===== src/rtl/xccela_ctrl_pkg.sv =====
// Shared definitions for the Xccela write-path controller: FSM encoding,
// default burst-length width and the registered pad-side beat bundle.
package xccela_ctrl_pkg;

  localparam int XC_LEN_W = 9;

  localparam logic [1:0] ST_IDLE = 2'd0;
  localparam logic [1:0] ST_PRE  = 2'd1;
  localparam logic [1:0] ST_DATA = 2'd2;
  localparam logic [1:0] ST_POST = 2'd3;

  typedef struct packed {
    logic [7:0] dq_rise;
    logic [7:0] dq_fall;
    logic       dm_rise;
    logic       dm_fall;
    logic       dqs_rise;
  } pad_beat_t;

  // Pre/postamble counters count down to zero, so they load cycles-1.
  function automatic logic [1:0] pp_load(input int cycles);
    return 2'(cycles - 1);
  endfunction

endpackage


===== src/rtl/xccela_ctrl_wr_dqs_gen.sv =====
// Write-burst DQS/DQ/DM generator: PRE preamble, one registered beat per
// accepted wdata word, POST postamble; pad DDR primitives live outside.
module xccela_ctrl_wr_dqs_gen
  import xccela_ctrl_pkg::*;
#(
  parameter int LEN_W       = XC_LEN_W,
  parameter int PRE_CYCLES  = 1,
  parameter int POST_CYCLES = 1
) (
  input  logic             clk,
  input  logic             rst,
  input  logic             start,
  input  logic [LEN_W-1:0] len,
  input  logic             abort,
  input  logic [15:0]      wdata,
  input  logic [1:0]       wmask,
  input  logic             wvalid,
  output logic             wready,
  output logic [7:0]       dq_rise,
  output logic [7:0]       dq_fall,
  output logic             dm_rise,
  output logic             dm_fall,
  output logic             dqs_rise,
  output logic             dqs_fall,
  output logic             dq_oe,
  output logic             dqs_oe,
  output logic             busy,
  output logic             done,
  output logic             underrun
);

  localparam logic [1:0] PRE_LOAD  = pp_load(PRE_CYCLES);
  localparam logic [1:0] POST_LOAD = pp_load(POST_CYCLES);

  logic [1:0]       state, state_nxt;
  logic [LEN_W-1:0] beat_cnt, beat_nxt;
  logic [1:0]       pp_cnt, pp_nxt;
  logic             done_nxt, underrun_nxt;
  logic             accept, start_ok;
  pad_beat_t        pad_q, pad_nxt;

  assign accept   = (state == ST_DATA) && wvalid;
  assign start_ok = (state == ST_IDLE) && start && !abort;

  always_comb begin
    state_nxt = state;
    beat_nxt  = beat_cnt;
    pp_nxt    = pp_cnt;
    done_nxt  = 1'b0;
    case (state)
      ST_IDLE: begin
        if (start) begin
          state_nxt = ST_PRE;
          beat_nxt  = len;
          pp_nxt    = PRE_LOAD;
        end
      end
      ST_PRE: begin
        if (pp_cnt == 2'd0) state_nxt = ST_DATA;
        else                pp_nxt    = pp_cnt - 2'd1;
      end
      ST_DATA: begin
        if (accept) begin
          if (beat_cnt == '0) begin
            state_nxt = ST_POST;
            pp_nxt    = POST_LOAD;
          end else begin
            beat_nxt = beat_cnt - LEN_W'(1);
          end
        end
      end
      ST_POST: begin
        if (pp_cnt == 2'd0) begin
          state_nxt = ST_IDLE;
          done_nxt  = 1'b1;
        end else begin
          pp_nxt = pp_cnt - 2'd1;
        end
      end
      default: state_nxt = ST_IDLE;
    endcase
    // Abort wins over everything, including a start seen in IDLE.
    if (abort) begin
      state_nxt = ST_IDLE;
      done_nxt  = 1'b0;
      beat_nxt  = beat_cnt;
      pp_nxt    = '0;
    end
  end

  always_comb begin
    underrun_nxt = underrun;
    if (start_ok)                             underrun_nxt = 1'b0;
    else if ((state == ST_DATA) && !wvalid)   underrun_nxt = 1'b1;
  end

  // Non-beat cycles inside a burst keep dq and mask both bytes with DQS low.
  always_comb begin
    pad_nxt          = pad_q;
    pad_nxt.dm_rise  = 1'b1;
    pad_nxt.dm_fall  = 1'b1;
    pad_nxt.dqs_rise = 1'b0;
    if (state_nxt == ST_IDLE) begin
      pad_nxt = '0;
    end else if (accept) begin
      pad_nxt.dq_rise  = wdata[7:0];
      pad_nxt.dq_fall  = wdata[15:8];
      pad_nxt.dm_rise  = wmask[0];
      pad_nxt.dm_fall  = wmask[1];
      pad_nxt.dqs_rise = 1'b1;
    end
  end

  always_ff @(posedge clk or posedge rst) begin
    if (rst) begin
      state    <= ST_IDLE;
      beat_cnt <= '0;
      pp_cnt   <= '0;
      done     <= 1'b0;
      underrun <= 1'b0;
      pad_q    <= '0;
    end else begin
      state    <= state_nxt;
      beat_cnt <= beat_nxt;
      pp_cnt   <= pp_nxt;
      done     <= done_nxt;
      underrun <= underrun_nxt;
      pad_q    <= pad_nxt;
    end
  end

  assign busy     = (state != ST_IDLE);
  assign wready   = (state == ST_DATA);
  assign dq_oe    = busy;
  assign dqs_oe   = busy;
  assign dq_rise  = pad_q.dq_rise;
  assign dq_fall  = pad_q.dq_fall;
  assign dm_rise  = pad_q.dm_rise;
  assign dm_fall  = pad_q.dm_fall;
  assign dqs_rise = pad_q.dqs_rise;
  assign dqs_fall = 1'b0;

endmodule


===== config.mk =====
export PLATFORM = sky130hd
export DESIGN_NAME = xccela_ctrl_wr_dqs_gen
export DESIGN_NICKNAME = d
export VERILOG_FILES = /design/src/rtl/xccela_ctrl_pkg.sv /design/src/rtl/xccela_ctrl_wr_dqs_gen.sv
export SDC_FILE = /design/constraint.sdc
export NUM_CORES = 1
export LEC_CHECK = 0
export ABC_AREA = 1
export BUFFER_PORTS_ARGS = -buffer_cell sky130_fd_sc_hd__buf_2
export CAP_MARGIN = 20
export CORE_MARGIN = 2
export CORE_UTILIZATION = 43
export CTS_CLUSTER_DIAMETER = 60
export DETAILED_ROUTE_END_ITERATION = 7
export PLACE_DENSITY = 0.7
export SLEW_MARGIN = 20
export SYNTH_ARGS = -nofsm -noshare
export SYNTH_HDL_FRONTEND = slang
export SYNTH_SLANG_ARGS = --single-unit

===== constraint.sdc =====
create_clock -name clk -period 2.8 [get_ports clk]
set_input_delay 0.28 -clock clk [delete_from_list [all_inputs] [get_ports clk]]
set_output_delay 0.28 -clock clk [all_outputs]
set_load 0.005 [all_outputs]

; ---- After elaboration in Yosys (flattened, before gate mapping)
; Cells that the tools add are included.
[word_totals]
input_bits = 32
out_inout_bits = 26
regBits = 34
word_cells = 64
[op_classes]
bitwise = 1
n_eq_ne = 10
n_addsub = 2
reduce_logical = 17
n_mux = 24
[op_table]
columns = operator, count
row1 = 19-bit 2-to-1 mux, 2
row2 = 9-bit 2-to-1 mux, 3
row3 = 2-bit 2-to-1 mux, 11
row4 = 9-bit one-hot mux with 2 select lines, 1
row5 = 9-bit zero test, 1
row6 = "9-bit by 1-bit subtractor with 9-bit output, second input constant", 1
row7 = 2-bit one-hot mux with 4 select lines, 1
row8 = 2-bit nonzero test, 4
row9 = 2-bit zero test, 3
row10 = "3-bit by 2-bit inequality test with 1-bit output, second input constant", 2
row11 = "3-bit inequality test, second input constant", 2
row12 = 2-bit one-hot mux with 3 select lines, 1
row13 = 1-bit 2-to-1 mux, 5
row14 = 5-bit AND reduction, 1
row15 = "2-bit equality test, second input constant", 2
row16 = 1-bit logical AND, 4
row17 = "2-bit inequality test, second input constant", 2
row18 = 4-bit AND reduction, 1
row19 = "2-bit by 1-bit equality test with 1-bit output, second input constant", 1
row20 = 1-bit zero test, 2
row21 = "2-bit by 1-bit inequality test with 1-bit output, second input constant", 1
row22 = 2-bit OR reduction, 1
row23 = "2-bit by 1-bit subtractor with 2-bit output, second input constant", 1
row24 = 1-bit inverter, 1

; ---- Logic depth before layout (Yosys ltp)
; Gate-level depths: netlist of run 1.
[depth]
word_depth = 7
depth_mapped = 11
depth_no_buf = 10

; ---- Worst setup path after synthesis of run 1
; Ideal clock, no wire load.
[synth_timing]
path_kind = register -> register
startpoint = register beat_cnt[0]
endpoint = register pad_q (netlist bit dq_fall[4])
setup_slack_ns = 1.436
t_required_ns = 2.735
setup_time_ns = 0.065
period_less_slack_ns = 1.364
path_buffers = 1
stages_incl_launch_ff = 12
arrival_ns = 1.299
path_cell_list = dfrtp_1 > inv_1 > ha_1 > nand2_1 > nor2_1 > nand2_1 > nand2_1 > nand3_2 > nand2_4 > buf_8 > nand3_1 > nand2_1
[synth_via]
elab_chain_cells = 7
elab_cells_between_ends = 8
classes_between = 5 x mux / 3 x reduce/logical
[synth_rtl]
columns = item, line_no
row1 = "start, declared", xccela_ctrl_wr_dqs_gen.sv:36  ; logic [LEN_W-1:0] beat_cnt, beat_nxt;
row2 = "start signal, assigned", xccela_ctrl_wr_dqs_gen.sv:124  ; beat_cnt <= beat_nxt;
row3 = 9-bit zero test (*), xccela_ctrl_wr_dqs_gen.sv:64  ; if (beat_cnt == '0) begin
row4 = 2-bit 2-to-1 mux (*), xccela_ctrl_wr_dqs_gen.sv:64
row5 = 2-bit 2-to-1 mux (*), xccela_ctrl_wr_dqs_gen.sv:63  ; if (accept) begin
row6 = 2-bit one-hot mux with 4 select lines (*), xccela_ctrl_wr_dqs_gen.sv:50  ; case (state)
row7 = 2-bit 2-to-1 mux (*), xccela_ctrl_wr_dqs_gen.sv:83  ; if (abort) begin
row8 = 2-bit zero test (*), xccela_ctrl_wr_dqs_gen.sv:103  ; if (state_nxt == ST_IDLE) begin
row9 = 19-bit 2-to-1 mux or 2-bit nonzero test (tied branches), --
row10 = "end signal, assigned", xccela_ctrl_wr_dqs_gen.sv:128  ; pad_q <= pad_nxt;
row11 = "end, declared", xccela_ctrl_wr_dqs_gen.sv:40  ; pad_beat_t pad_q, pad_nxt;
; Every way passes the cells marked *; elsewhere a longest branch is shown, timed or not.
; A chain may end at the register's enable or synchronous reset.

; ---- Worst setup path in the final report of run 1
[layout_timing]
startpoint = register state[0]
endpoint = register beat_cnt[4]
[layout_via]
elab_chain_cells = 4
elab_cells_between_ends = 9
classes_between = 4 x eq/ne / 1 x mux / 4 x reduce/logical
[layout_rtl]
columns = item, line_no
row1 = "start, declared", xccela_ctrl_wr_dqs_gen.sv:35  ; logic [1:0] state, state_nxt;
row2 = "start signal, assigned", xccela_ctrl_wr_dqs_gen.sv:123  ; state <= state_nxt;
row3 = 2-bit equality test, "xccela_ctrl_wr_dqs_gen.sv:42, xccela_ctrl_wr_dqs_gen.sv:50"
row4 = 1-bit logical AND, xccela_ctrl_wr_dqs_gen.sv:42  ; assign accept = (state == ST_DATA) && wvalid;
row5 = 2-bit by 1-bit inequality test with 1-bit output (no source line), --
row6 = 5-bit AND reduction (no source line), --
; Parallel ways exist; a longest one is shown, timed or not.

==> impl_metrics.yaml, run 1 <==
cts:
  max-clock-path-buffers: 2
  hold_buffers: 0
  cts_setup_buffers: 0
  clkLatencyLatePin_ns: 0.29
  cts_tree: "yes"
  ctsResizeCount: 0
  cts_sinks: 34
  cts_made_buffers: 5
  ctsHtreeMaxLevel: 2
  clockRootBuffer: "clkbuf_8"
  clk_pin_slew_worst_paths_ns: 0.07
yosys:
  async_flop_share_pct: 100
  synth_common_cells: "nand2_1, dfrtp_1, nand3_1"
  yosys.area.top_type: "dfrtp_1"
  ys_seq_elements: 34
  synth.avg_cell_area_sq_um: 7.79
  synthTopCellsByArea: "dfrtp_1, nand2_1, nand3_1"
  ys.flop_type: "dfrtp_1"
  yosys_warnings: 0
  synth_area_sq_um: 1780
  syn_inst: 228
  syn_nets: 263
  synth_edf_count: 0
  synth_cell_types: 24
  synth_most_common_cell: "nand2_1"
  synth_top_area_share_pct: 47.9
  ys_seq_area_share_pct: 47.9
power:
  clock_power_share_pct: 17.4
  p_leak_nw: 1.26
  ir_drop_mv: 0.565
  pwr-share-seq_pct: 38.1
  power_density_nw_per_um2: 917
  swShare_pct: 42.2
  combPwrFrac_pct: 44.5
  power_w: 0.00195
  p_int_w: 0.00113
  p_sw_w: 0.000825
global_routing:
  grt-ovfl-total: 0
  antenna_found_initial: 0
  grt_max_degree: 35
  grt_usage_pct: 16.9
  grt_pass1_vias: 1320
  grt_pass1_wl_microns: 5800
worst_setup_path:
  cp.required_ns: 3.01
  rrSetupSlack_ns: 1.14
  cp-end-kind: "register"
  crit_fanout: 18
  rr_worst_depth: 7
  startpoint_type: "register"
  timing.setup.critical_path_class: "register to register"
  arrival_ns: 1.87
min_path:
  holdCritPathClass: "input port to asynchronous set/reset pin"
route:
  drtIter0Drc: 111
  dr.pass1.iters: 4
  detail_route.vias_per_cell: 4.71
  ant_nets: 0
  routedWlPerCell_microns: 10.9
  totalWireLength_microns: 3650
  drc_errors: 0
  num_vias: 1572
timing:
  rsz0062_at_grt: "false"
  fmax_ghz: 0.604
  hold_ws_ns: 0.0779
  setup_viol: 0
  finClkSkew_ns: 0.00169
  period_share_pct: 59.2
  hold_viol_final: 0
  fin_tns_setup_ns: 0
  fin_crit_ns: 1.66
  slew_violations: 0
floorplanning:
  io-pin-count: 58
  die_area_sq_um: 4660
  start_util_pct: 44.4
  die_h_microns: 68.3
  die_x_microns: 68.3
  design.core.area_sq_um: 4000
  rows: 23
placed_design:
  placed_cell_area_sq_um: 2050
  port_buffers: 56
  routabilityCongestion: 0.818
  dp_hpwl_microns: 2670
finish:
  post-route-util_pct: 53.2
  antennaDiodeCount: 0
  layout-drive-gt1-share_pct: 27.1
  nNetsFinal: 319
  area_delta_synth_final_pct: 19.9
  stdcell_area_sq_um: 2130
status:
  status: "finished clean"
job:
  drv_cap: 0
final cells by class:
| class | instances | area, sq um |
|---|---|---|
| timing repair buffer | 58 | 295 |
| fill | 417 | 1870 |
| tap | 50 | 62.6 |
| clock buffer | 5 | 68.8 |
| sequential | 34 | 851 |
| inverter | 26 | 97.6 |
| clock inverter | 2 | 10.0 |
| multi-input combinational | 159 | 744 |
worst paths after layout:
| path | from | to |
|---|---|---|
| max | state[0] | beat_cnt[4] |
| min | rst | dq_fall[0] |
| max reg2reg | state[0] | beat_cnt[4] |
| min reg2reg | beat_cnt[7] | beat_cnt[7] |
| max in group asynchronous | rst | state[1] |
| min in group clk | wdata[7] | dq_rise[7] |
power groups by stage:
| stage | sequential, W | clock (W) | combinational (W) |
|---|---|---|---|
| after floorplan | 0.000747 | 0 | 0.000705 |
| after global placement | 0.000750 | 0 | 0.000871 |
| after detailed placement | 0.000753 | 0 | 0.000884 |
| after CTS | 0.000745 | 0.000351 | 0.000887 |
| after global routing | 0.000766 | 0.000373 | 0.00101 |
| final | 0.000744 | 0.000341 | 0.000869 |
metrics by stage:
step	cells	worst slack, ns
after global routing	334	0.983
after CTS	334	1.12
after global placement	327	1.19
after floorplan	228	1.44
after detailed placement	327	1.14
final	334	1.14
critical path: stages, from the launching register on:
cell and delay, ns:
dfrtp_1 0.47, inv_1 0.11, nand3_1 0.11, nor2_4 0.35, nand2_2 0.12, nand2_4 0.17, o21ai_0 0.11, a21boi_1 0.14
metal layers:
layer	vias up	routed length, microns	GRT usage (%)	share of wire (%)
li1	818	-	-	-
met2	38	1740	26.1	48
met1	711	1650	22.1	45
met5	-	0	0	0
met3	5	197	4.61	5.4
met4	0	64	7.50	1.8
placed cells by master, fill, tap and decap left out:
cell type / Yosys / layout
o211ai_1: 1 / 1
conb_1: 1 / 1
nand3_2: 1 / 1
inv_2: 2 / 2
o21ai_1: 4 / 4
nor2_4: 2 / 2
or2_2: 1 / 1
o31ai_1: 1 / 1
inv_1: 24 / 24
a21boi_1: 1 / 1
nand2_2: 2 / 2
nand2_1: 83 / 83
clkbuf_8: 0 / 5
nor2_2: 2 / 2
nand3b_1: 1 / 1
buf_2: 1 / 56
clkinv_2: 0 / 2
o21ai_0: 10 / 10
dfrtp_1: 34 / 34
nor2_1: 12 / 12
nand2_4: 2 / 2
ha_1: 3 / 3
buf_4: 4 / 2
nand3_1: 32 / 32
sequential cells by signal, summed over array words and instances, names as in the netlist:
name	cells
underrun	1
dm_fall	1
done	1
dq_fall	8
dq_rise	8
state	2
pp_cnt	2
dm_rise	1
dqs_rise	1
beat_cnt	9
cells by family (layout without fill, tap and decap cells):
| logic type | Yosys count | count (layout) | share of synthesized area (%) |
|---|---|---|---|
| simple gates | 138 | 138 | 34.4 |
| buf+inv | 35 | 91 | 10.2 |
| fa+ha+maj | 3 | 3 | 2.11 |
| flops | 34 | 34 | 47.9 |
| other cells | 1 | 1 | 0.211 |
| compound gates | 17 | 17 | 5.21 |
Power figures use the tool's default switching activity.
==> run 2, diff against run 1 <==
clock period = 1.74 ns   (was 2.8 ns; I/O delays follow)
==> run 2 against run 1 <==
  * Global-route usage fell by 0.081 points
  * Register-to-register slack got worse by 0.95 ns
  * Total power increased by 80%
  * Sequential share of layout area is 1.5 points lower
  * Clock power rose to 2.6 times the previous value
  * Non-clock buffer count is 2 higher
  * Clock-buffer cell count unchanged
  * Flip-flop and latch count is the same
  * Hold slack improved by 0.0017 ns
  * Critical path type is now register to primary output
  * Largest cell class unchanged
  * Largest power group unchanged
==> impl_metrics.yaml, run 2 (synthesis gave the netlist of run 1 again) <==
placed_design:
  placed_cell_area_sq_um: 2060
  routabilityCongestion: 0.804
  port_buffers: 56
  pre_cts_ws_ns: 0.199
  place_inst: 328
  dp_hpwl_microns: 2650
worst_setup_path:
  timing.setup.critical_path_class: "register to primary output"
  crit_fanout: 19
  crit_path_max_incr_delay_ns: 0.47
  crit_slowest_cell: "dfrtp_1"
  cp.depth: 3
  cp-end-kind: "primary output"
  endpoint: "wready"
  timing.rr.end: "dq_fall[4]"
  rrSetupSlack_ns: 0.19
  path_delay_family: "flip-flops"
  path_buf_inv: 2
  timing.rr.start: "state[0]"
  arrival_ns: 1.39
  critPathLaunch: "state[0]"
  cp.required_ns: 1.57
  startpoint_type: "register"
  rr_worst_depth: 7
  cp_cell_sequence: "nor2_1 > buf_4 > buf_2"
power:
  power_w: 0.00351
  swShare_pct: 39.1
  p_sw_w: 0.00137
  p_leak_nw: 1.29
  power_density_nw_per_um2: 1590
  combPwrFrac_pct: 40.8
  p_int_w: 0.00214
  clock_power_share_pct: 25.0
  pwr-share-seq_pct: 34.2
  ir_drop_mv: 0.797
floorplanning:
  start_util_pct: 44.4
  rows: 23
  die_x_microns: 68.3
  io-pin-count: 58
  die_area_sq_um: 4660
  design.core.area_sq_um: 4000
  die_h_microns: 68.3
finish:
  layout-drive-gt1-share_pct: 27.5
  stdcell_area_sq_um: 2210
  final_common_cell: "nand2_1"
  largest_register_ffs: 9
  antennaDiodeCount: 0
  area_delta_synth_final_pct: 24.6
  layout_common_cells: "nand2_1, buf_2, dfrtp_1"
  nNetsFinal: 321
  final_cells: 337
  largest-register: "beat_cnt"
timing:
  setup_viol: 0
  fin_tns_setup_ns: 0
  fin_crit_ns: 1.57
  fmax_ghz: 0.639
  finClkSkew_ns: 0.00763
  fin_ws_ns: 0.174
  hold_viol_final: 0
  period_share_pct: 90.0
  slew_violations: 0
route:
  drtIter0Drc: 110
  routedWlPerCell_microns: 11.1
  dr.pass1.iters: 4
  num_vias: 1579
  ant_nets: 0
  detail_route.vias_per_cell: 4.69
  totalWireLength_microns: 3740
  drc_errors: 0
cts:
  cts_tree: "yes"
  cts_setup_buffers: 0
  cts_sinks: 34
  clkLatencyLatePin_ns: 0.29
  clk_pin_slew_worst_paths_ns: 0.07
  max-clock-path-buffers: 2
  ctsHtreeMaxLevel: 2
  cts_made_buffers: 5
  clockRootBuffer: "clkbuf_8"
status:
  status: "finished clean"
min_path:
  holdCritPathClass: "input port to register"
global_routing:
  grt_usage_pct: 16.8
  grt_pass1_vias: 1301
  antenna_found_initial: 0
  grt_pass1_wl_microns: 5840
  grt_max_degree: 35
  grt-ovfl-total: 0
job:
  drv_cap: 0
[run 2: changes by cell type in the layout (fill, tap and decap cells not counted), sizes merged]
cell	before	now
bufinv	0	2
buf	58	59
clkinv	2	1
dlygate4sd3	0	1
[run 2: metrics by stage]
stage / utilization, % / hold slack, ns
final: 55.4 / 0.0797
after global routing: 55.4 / 0.0832
after floorplan: - / 0.240
after detailed placement: 51.5 / 0.294
after CTS: 55.1 / 0.0731
after global placement: 51.5 / 0.294
[run 2: how the worst min path moves through the flow]
stage / start / to / slack [ns] / depth (start not counted)
floorplan: abort / done / 0.24 / 1
CTS: wdata[1] / dq_rise[1] / 0.07 / 3
global placement: rst / beat_cnt[5] / 0.29 / 3
finish: wdata[1] / dq_rise[1] / 0.08 / 3
detailed placement: rst / dq_rise[6] / 0.29 / 3
global route: wdata[5] / dq_rise[5] / 0.08 / 3
[run 2: layer usage]
layer  up-vias  wire, microns  track usage (%)
li1        825              -                -
met1       708           1700             23.5
met2        42           1810             25.4
met3         4            185             3.45
met4         0             46             6.75
met5         -              0                0
[run 2: power groups by stage]
stage | sequential [W] | combinational (W) | clock [W]
6_report | 0.00120 | 0.00143 | 0.000878
3_3_place_gp | 0.00121 | 0.00140 | 0
5_1_grt | 0.00123 | 0.00164 | 0.000932
2_1_floorplan | 0.00120 | 0.00113 | 0
3_5_place_dp | 0.00121 | 0.00141 | 0
4_1_cts | 0.00120 | 0.00143 | 0.000895
[run 2: what timing repair did]
item,4_1_cts,5_1_grt
hold endpoints to repair,34,0
gates resized for setup,0,1
hold buffers,1,0
endpoints found under the setup margin,0,1
[run 2: cell type report]
class | count | area [sq um]
Timing Repair Buffer | 60 | 313
Fill cell | 397 | 1790
Sequential cell | 34 | 851
Clock buffer | 5 | 68.8
Inverter | 26 | 97.6
Multi-Input combinational cell | 159 | 753
Tap cell | 50 | 62.6
Clock inverter | 3 | 68.8
[run 2: tightest hold or removal path, delay by kind of cell]
kind | cells | cell delay, ns
buffers and inverters | 1 | 0.07
and+or+nand+nor | 2 | 0.09
==> run 3, diff against run 2 <==
REMOVE_ABC_BUFFERS = 1   (was unset)
==> run 3 against run 2 <==
  * Combinational power rose by 3%
  * Total power fell by 4.5%
  * Sequential power about the same
  * Register-to-register slack improved by 0.02 ns
  * Fmax is 2.6% higher
  * Clock power shrank 20%
  * Non-clock buffer count is 2 higher
  * Global-route usage rose by 0.91 points
==> impl_metrics.yaml, run 3 (synthesis gave the netlist of run 1 again) <==
status:
  status: "finished clean"
cts:
  max-clock-path-buffers: 2
  clk_pin_slew_worst_paths_ns: 0.07
  ctsResizeCount: 0
  cts_setup_buffers: 0
  cts_sinks: 34
  ctsHtreeMaxLevel: 2
  cts_tree: "yes"
  cts_made_buffers: 5
  clockRootBuffer: "clkbuf_8"
  clkLatencyLatePin_ns: 0.28
floorplanning:
  design.core.area_sq_um: 4000
  die_h_microns: 68.3
  io-pin-count: 58
  rows: 23
  start_util_pct: 44.4
  die_area_sq_um: 4660
  die_x_microns: 68.3
route:
  num_vias: 1625
  m1WireLength_microns: 1700
  dr.pass1.iters: 4
  totalWireLength_microns: 3720
  top_layer: "met4"
  routedWlPerCell_microns: 11.0
  met2_length_microns: 1730
  wl_met3_microns: 260
  drc_errors: 0
  detail_route.vias_per_cell: 4.79
  ant_nets: 0
  drtIter0Drc: 86
power:
  p_leak_nw: 1.29
  power_density_nw_per_um2: 1530
  ir_drop_mv: 0.619
global_routing:
  grt_max_degree: 35
  grt_usage_pct: 17.7
  grt_pass1_wl_microns: 6220
  grt_pass1_vias: 1404
  grt-ovfl-total: 0
  antenna_found_initial: 0
timing:
  finClkSkew_ns: 0.00355
  fmax_ghz: 0.655
  rsz0062_at_grt: "false"
  fin_crit_ns: 1.53
  hold_viol_final: 0
  fin_tns_setup_ns: 0
  period_share_pct: 87.7
  slew_violations: 0
  setup_viol: 0
worst_setup_path:
  timing.setup.critical_path_class: "register to register"
  arrival_ns: 1.75
  crit_fanout: 17
  startpoint_type: "register"
  cp-end-kind: "register"
  cp.required_ns: 1.96
placed_design:
  place_inst: 330
  dp_hpwl_microns: 2720
  routabilityCongestion: 0.829
  port_buffers: 56
finish:
  final_common_cell: "nand2_1"
  largest-register: "beat_cnt"
  layout_common_cells: "nand2_1, buf_2, dfrtp_1"
  area_delta_synth_final_pct: 23.4
  final_cells: 339
  largest_register_ffs: 9
  multi_input_area_sq_um: 744
  antennaDiodeCount: 0
  area.sequential_sq_um: 851
  fill_cells: 381
  nNetsFinal: 323
  layout-drive-gt1-share_pct: 28.0
min_path:
  holdCritPathClass: "input port to register"
job:
  drv_cap: 0
[run 3: cell types whose count changed in the layout (fill, tap and decap cells not counted)]
cell	delta
clkinv_2	+2
nand2_8	-1
buf_4	+2
clkinv_4	-1
nand2_4	+1
bufinv_16	-1
[run 3: area by class of cell]
type | count | share of cell area (%)
Timing Repair Buffer | 62 | 15.0
Clock inverter | 3 | 1.83
Sequential cell | 34 | 38.8
Clock buffer | 5 | 3.14
Tap cell | 50 | 2.85
Multi-Input combinational cell | 159 | 34.0
Inverter | 26 | 4.45
[run 3: timing repair]
| item | 4_1_cts | 5_1_grt |
|---|---|---|
| setup endpoints to repair | 0 | 0 |
| hold buffers | 1 | 0 |
| hold endpoints to repair | 34 | 0 |
[run 3: worst max-delay path, cell delays in order, from the launching register on]
cell	delay, ns
dfrtp_1	0.38
inv_1	0.13
ha_1	0.17
nand2_1	0.05
nor2_1	0.09
nand2_1	0.11
nand2_1	0.10
nand3_2	0.09
nand2_4	0.17
nand3_1	0.10
nand2_1	0.08
[run 3: worst paths after layout]
check	slack, ns	cells past startpoint	to	from
min	0.09	3	dq_fall[0]	wdata[8]
max in group asynchronous	0.91	4	dq_fall[6]	rst
min in group asynchronous	0.52	4	dqs_rise	rst
max	0.21	10	dq_rise[6]	beat_cnt[0]
max reg2reg	0.21	10	dq_rise[6]	beat_cnt[0]
min reg2reg	0.48	2	beat_cnt[5]	beat_cnt[5]
[run 3: metrics by stage]
stage	setup slack [ns]	hold slack [ns]	cell area (sq um)	util, %	total power [W]
after global routing	0.0427	0.0851	2190	54.8	0.00367
final	0.214	0.0870	2190	54.8	0.00336
after floorplan	-0.101	0.240	1690	-	0.00216
after CTS	0.181	0.0819	2190	54.8	0.00339
after global placement	0.242	0.290	2070	51.8	0.00263
after detailed placement	0.214	0.289	2070	51.8	0.00266
[run 3: power breakdown]
part / total, W / internal [W] / switching, W
clock network: 0.000706 / 0.000421 / 0.000285
registers: 0.00118 / 0.00104 / 0.000138
logic: 0.00147 / 0.000538 / 0.000928
[run 3: per-layer routing]
layer  global-route usage, %  vias to the layer above
met3                    5.92                        5
met2                    28.4                       55
li1                        -                      828
met4                    4.50                        0
met1                    23.1                      737
met5                       0                        -
